### src/rtl/qspi_arbiter_pkg.sv
// Shared types for the two-port QSPI arbiter: FSM states, port count,
// access-size encoding, pending-slot record and the grant selection helper.
package qspi_arbiter_pkg;

    localparam int NUM_PORTS = 2;
    localparam int ADR_W     = 32;
    localparam int DATA_W    = 32;

    // Access size as carried on m_size: {w, hw}; 2'b00 is a byte access.
    localparam logic [1:0] SIZE_BYTE = 2'b00;
    localparam logic [1:0] SIZE_HW   = 2'b01;
    localparam logic [1:0] SIZE_W    = 2'b10;

    typedef enum logic [1:0] {
        ST_IDLE  = 2'd0,
        ST_ISSUE = 2'd1,
        ST_WAIT  = 2'd2
    } arb_state_e;

    typedef enum logic {
        XFER_READ  = 1'b0,
        XFER_WRITE = 1'b1
    } xfer_kind_e;

    typedef struct packed {
        logic w;
        logic hw;
    } acc_size_t;

    typedef struct packed {
        xfer_kind_e          kind;
        acc_size_t           size;
        logic [ADR_W-1:0]    adr;
        logic [DATA_W-1:0]   wdata;
    } slot_t;

    // Port 0 wins unless rotation is enabled and both ports are waiting,
    // in which case the port that was not granted last goes first.
    function automatic logic pick_grant(input logic [NUM_PORTS-1:0] full,
                                        input logic                 last,
                                        input logic                 rr_en);
        logic g;
        if (rr_en && full[0] && full[1]) begin
            g = ~last;
        end else if (full[0]) begin
            g = 1'b0;
        end else begin
            g = 1'b1;
        end
        return g;
    endfunction

endpackage

### src/rtl/qspi_arbiter_if.sv
// Bus bundle of the arbiter: upstream port signals plus downstream qspi_if side.
// slave = arbiter view, master = view of the surrounding masters and qspi_if.
interface qspi_arbiter_if;
    import qspi_arbiter_pkg::*;

    logic [NUM_PORTS-1:0]          m_read_req;
    logic [NUM_PORTS-1:0]          m_write_req;
    logic [2*NUM_PORTS-1:0]        m_size;
    logic [ADR_W*NUM_PORTS-1:0]    m_adr;
    logic [DATA_W*NUM_PORTS-1:0]   m_wdata;
    logic [NUM_PORTS-1:0]          m_read_valid;
    logic [DATA_W-1:0]             m_read_data;
    logic [NUM_PORTS-1:0]          m_write_finish;
    logic                          timeout_err;

    logic                          read_req;
    logic                          write_req;
    logic                          read_w;
    logic                          read_hw;
    logic                          write_w;
    logic                          write_hw;
    logic [ADR_W-1:0]              read_adr;
    logic [ADR_W-1:0]              write_adr;
    logic [DATA_W-1:0]             write_data;
    logic                          read_valid;
    logic                          write_finish;
    logic [DATA_W-1:0]             read_data;

    modport slave (
        input  m_read_req, m_write_req, m_size, m_adr, m_wdata,
        input  read_valid, write_finish, read_data,
        output m_read_valid, m_read_data, m_write_finish, timeout_err,
        output read_req, write_req, read_w, read_hw, write_w, write_hw,
        output read_adr, write_adr, write_data
    );

    modport master (
        output m_read_req, m_write_req, m_size, m_adr, m_wdata,
        output read_valid, write_finish, read_data,
        input  m_read_valid, m_read_data, m_write_finish, timeout_err,
        input  read_req, write_req, read_w, read_hw, write_w, write_hw,
        input  read_adr, write_adr, write_data
    );

endinterface

### src/rtl/qspi_arb_slot.sv
// One-deep pending request slot for a single upstream port; a write pulse
// wins over a simultaneous read pulse and requests into a full slot are dropped.
module qspi_arb_slot
    import qspi_arbiter_pkg::*;
(
    input  logic               clk,
    input  logic               rst_n,
    input  logic               read_pulse,
    input  logic               write_pulse,
    input  logic [1:0]         size,
    input  logic [ADR_W-1:0]   adr,
    input  logic [DATA_W-1:0]  wdata,
    input  logic               clr,
    output logic               full,
    output slot_t              slot
);

    logic  full_r;
    slot_t slot_r;

    // Capture a request into an empty slot; the arbiter clears it when granted.
    always_ff @(posedge clk) begin
        if (!rst_n) begin
            full_r <= 1'b0;
            slot_r <= '0;
        end else if (clr) begin
            full_r <= 1'b0;
        end else if (!full_r && (read_pulse || write_pulse)) begin
            full_r       <= 1'b1;
            slot_r.kind  <= write_pulse ? XFER_WRITE : XFER_READ;
            slot_r.size  <= acc_size_t'(size);
            slot_r.adr   <= adr;
            slot_r.wdata <= wdata;
        end else begin
            full_r <= full_r;
        end
    end

    assign full = full_r;
    assign slot = slot_r;

endmodule

### src/rtl/qspi_arbiter.sv
// Two-port arbiter in front of qspi_if: one outstanding downstream transaction,
// fixed priority by default, round-robin when QSPI_ARB_RR_EN is defined.
module qspi_arbiter
    import qspi_arbiter_pkg::*;
#(
    parameter int TO_CYC = 1023
) (
    input  logic            clk,
    input  logic            rst_n,
    qspi_arbiter_if.slave   bus
);

    localparam int              CNT_W   = $clog2(TO_CYC + 1);
    localparam logic [CNT_W-1:0] TO_LAST = CNT_W'(TO_CYC - 1);
`ifdef QSPI_ARB_RR_EN
    localparam logic RR_EN = 1'b1;
`else
    localparam logic RR_EN = 1'b0;
`endif

    logic [NUM_PORTS-1:0] slot_full_s;
    slot_t                slot_s [NUM_PORTS];
    logic [NUM_PORTS-1:0] slot_clr_s;
    logic                 grant_s;
    slot_t                sel_slot_s;

    arb_state_e           state_r;
    logic                 gnt_r;
    logic                 last_r;
    xfer_kind_e           kind_r;
    logic [CNT_W-1:0]     cnt_r;

    logic                 read_req_r;
    logic                 write_req_r;
    logic                 read_w_r;
    logic                 read_hw_r;
    logic                 write_w_r;
    logic                 write_hw_r;
    logic [ADR_W-1:0]     read_adr_r;
    logic [ADR_W-1:0]     write_adr_r;
    logic [DATA_W-1:0]    write_data_r;
    logic [NUM_PORTS-1:0] m_read_valid_r;
    logic [DATA_W-1:0]    m_read_data_r;
    logic [NUM_PORTS-1:0] m_write_finish_r;
    logic                 timeout_err_r;

    for (genvar p = 0; p < NUM_PORTS; p++) begin : g_slot
        qspi_arb_slot u_slot (
            .clk         (clk),
            .rst_n       (rst_n),
            .read_pulse  (bus.m_read_req[p]),
            .write_pulse (bus.m_write_req[p]),
            .size        (bus.m_size[2*p +: 2]),
            .adr         (bus.m_adr[ADR_W*p +: ADR_W]),
            .wdata       (bus.m_wdata[DATA_W*p +: DATA_W]),
            .clr         (slot_clr_s[p]),
            .full        (slot_full_s[p]),
            .slot        (slot_s[p])
        );
    end

    // Grant selection and slot release on the IDLE -> ISSUE transition.
    always_comb begin
        grant_s    = pick_grant(slot_full_s, last_r, RR_EN);
        slot_clr_s = '0;
        if (grant_s) begin
            sel_slot_s = slot_s[1];
        end else begin
            sel_slot_s = slot_s[0];
        end
        if ((state_r == ST_IDLE) && (|slot_full_s)) begin
            slot_clr_s[grant_s] = 1'b1;
        end else begin
            slot_clr_s = '0;
        end
    end

    // Arbiter FSM with all downstream and completion outputs registered.
    always_ff @(posedge clk) begin
        if (!rst_n) begin
            state_r          <= ST_IDLE;
            gnt_r            <= 1'b0;
            last_r           <= 1'b0;
            kind_r           <= XFER_READ;
            cnt_r            <= '0;
            read_req_r       <= 1'b0;
            write_req_r      <= 1'b0;
            read_w_r         <= 1'b0;
            read_hw_r        <= 1'b0;
            write_w_r        <= 1'b0;
            write_hw_r       <= 1'b0;
            read_adr_r       <= '0;
            write_adr_r      <= '0;
            write_data_r     <= '0;
            m_read_valid_r   <= '0;
            m_read_data_r    <= '0;
            m_write_finish_r <= '0;
            timeout_err_r    <= 1'b0;
        end else begin
            read_req_r       <= 1'b0;
            write_req_r      <= 1'b0;
            m_read_valid_r   <= '0;
            m_read_data_r    <= '0;
            m_write_finish_r <= '0;
            timeout_err_r    <= 1'b0;
            case (state_r)
                ST_IDLE: begin
                    if (|slot_full_s) begin
                        gnt_r   <= grant_s;
                        last_r  <= grant_s;
                        kind_r  <= sel_slot_s.kind;
                        state_r <= ST_ISSUE;
                        if (sel_slot_s.kind == XFER_WRITE) begin
                            write_req_r  <= 1'b1;
                            write_w_r    <= sel_slot_s.size.w;
                            write_hw_r   <= sel_slot_s.size.hw;
                            write_adr_r  <= sel_slot_s.adr;
                            write_data_r <= sel_slot_s.wdata;
                        end else begin
                            read_req_r   <= 1'b1;
                            read_w_r     <= sel_slot_s.size.w;
                            read_hw_r    <= sel_slot_s.size.hw;
                            read_adr_r   <= sel_slot_s.adr;
                        end
                    end else begin
                        state_r <= ST_IDLE;
                    end
                end
                ST_ISSUE: begin
                    cnt_r   <= '0;
                    state_r <= ST_WAIT;
                end
                ST_WAIT: begin
                    // A real completion beats a timeout landing in the same cycle.
                    if ((kind_r == XFER_READ) && bus.read_valid) begin
                        m_read_valid_r[gnt_r] <= 1'b1;
                        m_read_data_r         <= bus.read_data;
                        state_r               <= ST_IDLE;
                    end else if ((kind_r == XFER_WRITE) && bus.write_finish) begin
                        m_write_finish_r[gnt_r] <= 1'b1;
                        state_r                 <= ST_IDLE;
                    end else if (cnt_r == TO_LAST) begin
                        if (kind_r == XFER_READ) begin
                            m_read_valid_r[gnt_r] <= 1'b1;
                        end else begin
                            m_write_finish_r[gnt_r] <= 1'b1;
                        end
                        timeout_err_r <= 1'b1;
                        state_r       <= ST_IDLE;
                    end else begin
                        cnt_r <= cnt_r + CNT_W'(1);
                    end
                end
                default: begin
                    state_r <= ST_IDLE;
                end
            endcase
        end
    end

    assign bus.read_req       = read_req_r;
    assign bus.write_req      = write_req_r;
    assign bus.read_w         = read_w_r;
    assign bus.read_hw        = read_hw_r;
    assign bus.write_w        = write_w_r;
    assign bus.write_hw       = write_hw_r;
    assign bus.read_adr       = read_adr_r;
    assign bus.write_adr      = write_adr_r;
    assign bus.write_data     = write_data_r;
    assign bus.m_read_valid   = m_read_valid_r;
    assign bus.m_read_data    = m_read_data_r;
    assign bus.m_write_finish = m_write_finish_r;
    assign bus.timeout_err    = timeout_err_r;

endmodule

### src/flat_wrapper.sv
// flat-port wrapper written by rule: the top's interface ports become plain ports
module qspi_arbiter_flat import qspi_arbiter_pkg::*;
#(
    parameter int TO_CYC = 1023
)
  (clk, rst_n, bus_m_read_req, bus_m_write_req, bus_m_size, bus_m_adr, bus_m_wdata, bus_read_valid, bus_write_finish, bus_read_data, bus_m_read_valid, bus_m_read_data, bus_m_write_finish, bus_timeout_err, bus_read_req, bus_write_req, bus_read_w, bus_read_hw, bus_write_w, bus_write_hw, bus_read_adr, bus_write_adr, bus_write_data);
  qspi_arbiter_if bus_i ();
  input  logic clk;
  input  logic rst_n;
  input wire logic [$bits(bus_i.m_read_req)-1:0] bus_m_read_req;
  input wire logic [$bits(bus_i.m_write_req)-1:0] bus_m_write_req;
  input wire logic [$bits(bus_i.m_size)-1:0] bus_m_size;
  input wire logic [$bits(bus_i.m_adr)-1:0] bus_m_adr;
  input wire logic [$bits(bus_i.m_wdata)-1:0] bus_m_wdata;
  input wire logic [$bits(bus_i.read_valid)-1:0] bus_read_valid;
  input wire logic [$bits(bus_i.write_finish)-1:0] bus_write_finish;
  input wire logic [$bits(bus_i.read_data)-1:0] bus_read_data;
  output wire logic [$bits(bus_i.m_read_valid)-1:0] bus_m_read_valid;
  output wire logic [$bits(bus_i.m_read_data)-1:0] bus_m_read_data;
  output wire logic [$bits(bus_i.m_write_finish)-1:0] bus_m_write_finish;
  output wire logic [$bits(bus_i.timeout_err)-1:0] bus_timeout_err;
  output wire logic [$bits(bus_i.read_req)-1:0] bus_read_req;
  output wire logic [$bits(bus_i.write_req)-1:0] bus_write_req;
  output wire logic [$bits(bus_i.read_w)-1:0] bus_read_w;
  output wire logic [$bits(bus_i.read_hw)-1:0] bus_read_hw;
  output wire logic [$bits(bus_i.write_w)-1:0] bus_write_w;
  output wire logic [$bits(bus_i.write_hw)-1:0] bus_write_hw;
  output wire logic [$bits(bus_i.read_adr)-1:0] bus_read_adr;
  output wire logic [$bits(bus_i.write_adr)-1:0] bus_write_adr;
  output wire logic [$bits(bus_i.write_data)-1:0] bus_write_data;
  assign bus_i.m_read_req = bus_m_read_req;
  assign bus_i.m_write_req = bus_m_write_req;
  assign bus_i.m_size = bus_m_size;
  assign bus_i.m_adr = bus_m_adr;
  assign bus_i.m_wdata = bus_m_wdata;
  assign bus_i.read_valid = bus_read_valid;
  assign bus_i.write_finish = bus_write_finish;
  assign bus_i.read_data = bus_read_data;
  assign bus_m_read_valid = bus_i.m_read_valid;
  assign bus_m_read_data = bus_i.m_read_data;
  assign bus_m_write_finish = bus_i.m_write_finish;
  assign bus_timeout_err = bus_i.timeout_err;
  assign bus_read_req = bus_i.read_req;
  assign bus_write_req = bus_i.write_req;
  assign bus_read_w = bus_i.read_w;
  assign bus_read_hw = bus_i.read_hw;
  assign bus_write_w = bus_i.write_w;
  assign bus_write_hw = bus_i.write_hw;
  assign bus_read_adr = bus_i.read_adr;
  assign bus_write_adr = bus_i.write_adr;
  assign bus_write_data = bus_i.write_data;
  qspi_arbiter #(.TO_CYC(TO_CYC)) u_core (.clk(clk), .rst_n(rst_n), .bus(bus_i));
endmodule
### config.mk
export PLATFORM = sky130hd
export DESIGN_NAME = qspi_arbiter_flat
export DESIGN_NICKNAME = d
export VERILOG_FILES = /design/src/rtl/qspi_arbiter_pkg.sv /design/src/rtl/qspi_arbiter_if.sv /design/src/rtl/qspi_arb_slot.sv /design/src/rtl/qspi_arbiter.sv /design/src/flat_wrapper.sv
export SDC_FILE = /design/constraint.sdc
export NUM_CORES = 1
export LEC_CHECK = 0
export ABC_AREA = 1
export BUFFER_PORTS_ARGS = -buffer_cell sky130_fd_sc_hd__buf_2
export CELL_PAD_IN_SITES_DETAIL_PLACEMENT = 0
export CELL_PAD_IN_SITES_GLOBAL_PLACEMENT = 1
export CORE_MARGIN = 5
export CORE_UTILIZATION = 36
export DETAILED_ROUTE_END_ITERATION = 7
export GPL_ROUTABILITY_DRIVEN = 1
export PLACE_DENSITY_LB_ADDON = 0.1
export SYNTH_ARGS = -nofsm -noshare
export SYNTH_HDL_FRONTEND = slang
export SYNTH_SLANG_ARGS = --single-unit
### constraint.sdc
create_clock -name clk -period 1.9 [get_ports clk]
set_clock_uncertainty 0.05 [all_clocks]
set_input_delay 0.285 -clock clk [delete_from_list [all_inputs] [get_ports clk]]
set_output_delay 0.285 -clock clk [all_outputs]
set_load 0.03 [all_outputs]
==> results.cfg <==
[status]
status = complete, no violations

[power]
total_power_mw = 17.9
power_density_nw_per_um2 = 1160
power.switching_mw = 5.83
power_switching_share_pct = 32.5
pwr-share-comb_pct = 25.1
p_int_mw = 12.1
ir_drop_uv = 667
clockPowerShare_pct = 33.9
p_seq_share_pct = 41.0
p_leak_nw = 7.58

[critical_path]
critPathLaunchType = flip-flop
end_kind = flip-flop
cp_max_fo = 32
critPathLaunch = u_core.g_slot[0].u_slot.full$_SDFFE_PP0P_
reg2reg_depth = 8
path_depth = 8
required_ns = 2.33
crit_type = flip-flop to flip-flop
path_delay_family = buffers and inverters
critPathMaxStageDelay_ns = 0.40
r2r_slack_ns = 0.24
crit_end = u_core.bus.write_data[3]$_SDFFE_PN0P_
r2r-start = u_core.g_slot[0].u_slot.full$_SDFFE_PP0P_
slowest_stage = dfxtp_2
worstPathCellList = clkinv_2 -> or2_0 -> o21ai_2 -> inv_2 -> nand2_2 -> buf_4 -> o21ai_0 -> nor2_1
worst-path-buf-inv = 3
r2r-end = u_core.bus.write_data[3]$_SDFFE_PN0P_
cp.arrival_ns = 2.10

[synthesis]
syn_area_um2 = 10800
yosys.cell_types.count = 31
synth_area_leader_cell = dfxtp_1
synth-seq-cells = 289
synthArstFlopShare_pct = 0
synth_area_leaders = dfxtp_1, nor2_1, nand2_1
ys_seq_area_share_pct = 53.7
netlist_instances = 1482
synth_warnings = 0
syn-num-nets = 1656
synth.avg_cell_area_um2 = 7.26
ys.flop_type = dfxtp_1
synth_top_area_share_pct = 53.7
synth-edff-count = 0

[die]
rows = 63
die_w_um = 183
start_util_pct = 36.4
pin_count = 311
die_y_um = 183
fp.dieArea_um2 = 33500
core_um2 = 29600

[clock_network]
cts-resized-gates = 0
htree_num_levels = 1
clock_latency_ns = 0.55
cts_tree = yes
cts_max_path_buffers = 3
clock_sinks = 289
cts_buffers = 31
clockRootBuffer = clkbuf_16
clkTransAtPathRegs_ns = 0.06

[routing]
viasPerCell = 4.56
drt-initial-drc-count = 565
drc = 0
dr_wl_met2_um = 16100
wl_um = 34800
top_layer = met4
ant_nets = 0
post_drt_wl_per_cell_um = 14.9
wl_met3_um = 2100
routedLengthMet1_um = 15800
vias = 10700
drt-pass1-iter-count = 5

[final_layout]
antennaDiodeCount = 0
syn_to_final_growth_pct = 43.8
drive_gt1_share_pct = 21.1
final_nets = 2101

[global_routing]
track_usage_pct = 20.0
grt.overflow.total = 0
grt_max_degree = 98
grt_pass1_vias = 10500
grt_pass1_wl_um = 55400
antenna_found_initial = 0

[placement]
dp_hpwl_um = 22400
pre_cts_ws_ns = 0.225
io_buffers = 310
gp_congestion = 0.824

[sta]
tns_ns = 0
grt_setup_unrepaired = no
slew_viol_final = 0
hold_viol = 0
period_minus_slack_ns = 1.66
worst_pin_slew_ns = 0.444
fmax_mhz = 601
post-route-period-util_pct = 87.6
fin_ws_ns = 0.236
maxSlewHeadroom_pct = 70.4
whs_ns = 0.0211
setup_viol = 0

[job]
maxCapViolations = 0

[worst_hold_path]
hp-class = input pin to flip-flop
[cells by family after synthesis]
family	after synthesis	synth area share [%]
and+or+nand+nor	800	28.8
DFF	289	53.7
AOI/OAI and AO/OA	232	10.9
buffers and inverters	159	6.27
adders and majority gates	2	0.232
[worst min-delay path by stage]
stage | slack (ns) | depth (start not counted) | start | end
floorplan | 0.35 | 2 | bus_read_data[0] | u_core.bus.m_read_data[0]$_SDFF_PN0_
global placement | 0.38 | 2 | u_core.g_slot[0].u_slot.slot[33]$_SDFFE_PN0P_ | u_core.g_slot[0].u_slot.slot[33]$_SDFFE_PN0P_
detailed placement | 0.39 | 1 | u_core.gnt_r$_SDFFE_PN0P_ | u_core.bus.m_write_finish[0]$_SDFF_PP0_
CTS | 0.002 | 3 | bus_m_adr[27] | u_core.g_slot[0].u_slot.slot[59]$_SDFFE_PN0P_
global route | 0.006 | 3 | bus_m_adr[27] | u_core.g_slot[0].u_slot.slot[59]$_SDFFE_PN0P_
finish | 0.02 | 3 | bus_m_adr[27] | u_core.g_slot[0].u_slot.slot[59]$_SDFFE_PN0P_
[synth_stat cells, drive strengths merged, types with 2 or more instances]
cell    number
nor2       438
nand2      307
dfxtp      289
o21ai      209
inv         64
clkbuf      61
nand3       49
buf         31
a21oi       19
clkinv       3
ha           2
nor3b        2
or2          2
[repair_timing]
item / 4_1_cts / 5_1_grt
hold buffers: 166 / 0
setup buffers: 0 / 0
setup endpoints to repair: 0 / 0
hold endpoints to repair: 165 / 0
[worst register-to-register path: cells and delay by family, from the launching register on]
kind,cells,cell delay [ns]
flip-flops,1,0.40
AO/OA/AOI/OAI,2,0.25
buffers and inverters,3,0.50
AND/OR/NAND/NOR,3,0.41
[area by class of cell]
class / count / area, um2
Fill cell: 2937 / 14100
Multi-Input combinational cell: 1034 / 4330
Inverter: 67 / 254
Clock inverter: 11 / 111
Sequential cell: 289 / 5790
Timing Repair Buffer: 504 / 3580
Clock buffer: 47 / 936
Tap cell: 390 / 488
[state kept, by name, summed over array words and instances (netlist names)]
signal                     count
u_core.cnt_r                  10
u_core.g_slot.u_slot.slot    134
u_core.bus.read_req            1
u_core.bus.write_adr          32
u_core.bus.read_hw             1
u_core.bus.write_data         32
u_core.bus.write_w             1
u_core.gnt_r                   1
u_core.bus.write_req           1
u_core.bus.write_hw            1
u_core.bus.m_read_data        32
u_core.bus.read_adr           32
u_core.g_slot.u_slot.full      2
u_core.state_r                 2
u_core.bus.m_read_valid        2
u_core.kind_r                  1
u_core.bus.timeout_err         1
u_core.bus.read_w              1
u_core.bus.m_write_finish      2
[metrics by stage]
stage	cells	util, %	area (um2)
floorplan	1482	-	10800
global placement	2118	43.2	12800
detailed placement	2118	43.2	12800
CTS	2342	52.4	15500
global route	2342	52.4	15500
finish	2342	52.4	15500
[power groups by stage]
stage               Combinational, mW  Clock [mW]  Sequential (mW)
global placement                 4.28           0             7.46
finish                           4.50        6.07             7.35
CTS                              4.57        6.25             7.36
floorplan                        2.10           0             8.12
detailed placement               4.29           0             7.48
global route                     5.04        6.51             7.45
[cells in the final DEF, fill, tap and decap left out, types with 2 or more instances in the layout]
master / count
a21oi_1: 19
buf_12: 12
buf_2: 309
buf_4: 16
bufinv_16: 2
clkbuf_1: 6
clkbuf_16: 31
clkbuf_8: 10
clkinv_2: 9
dfxtp_1: 288
dlygate4sd3_1: 166
ha_1: 2
inv_1: 58
inv_2: 6
nand2_1: 304
nand2_2: 3
nand3_1: 49
nor2_1: 434
nor2_2: 3
nor3b_1: 2
o21ai_0: 188
o21ai_1: 18
o21ai_4: 2
[per-layer routing]
metal	GRT usage, %	vias to the layer above
li1	-	5525
met1	26.5	4828
met2	34.2	287
met3	3.63	44
met4	4.77	0
met5	0	-
Note: power is estimated with default switching activity, not from simulation.
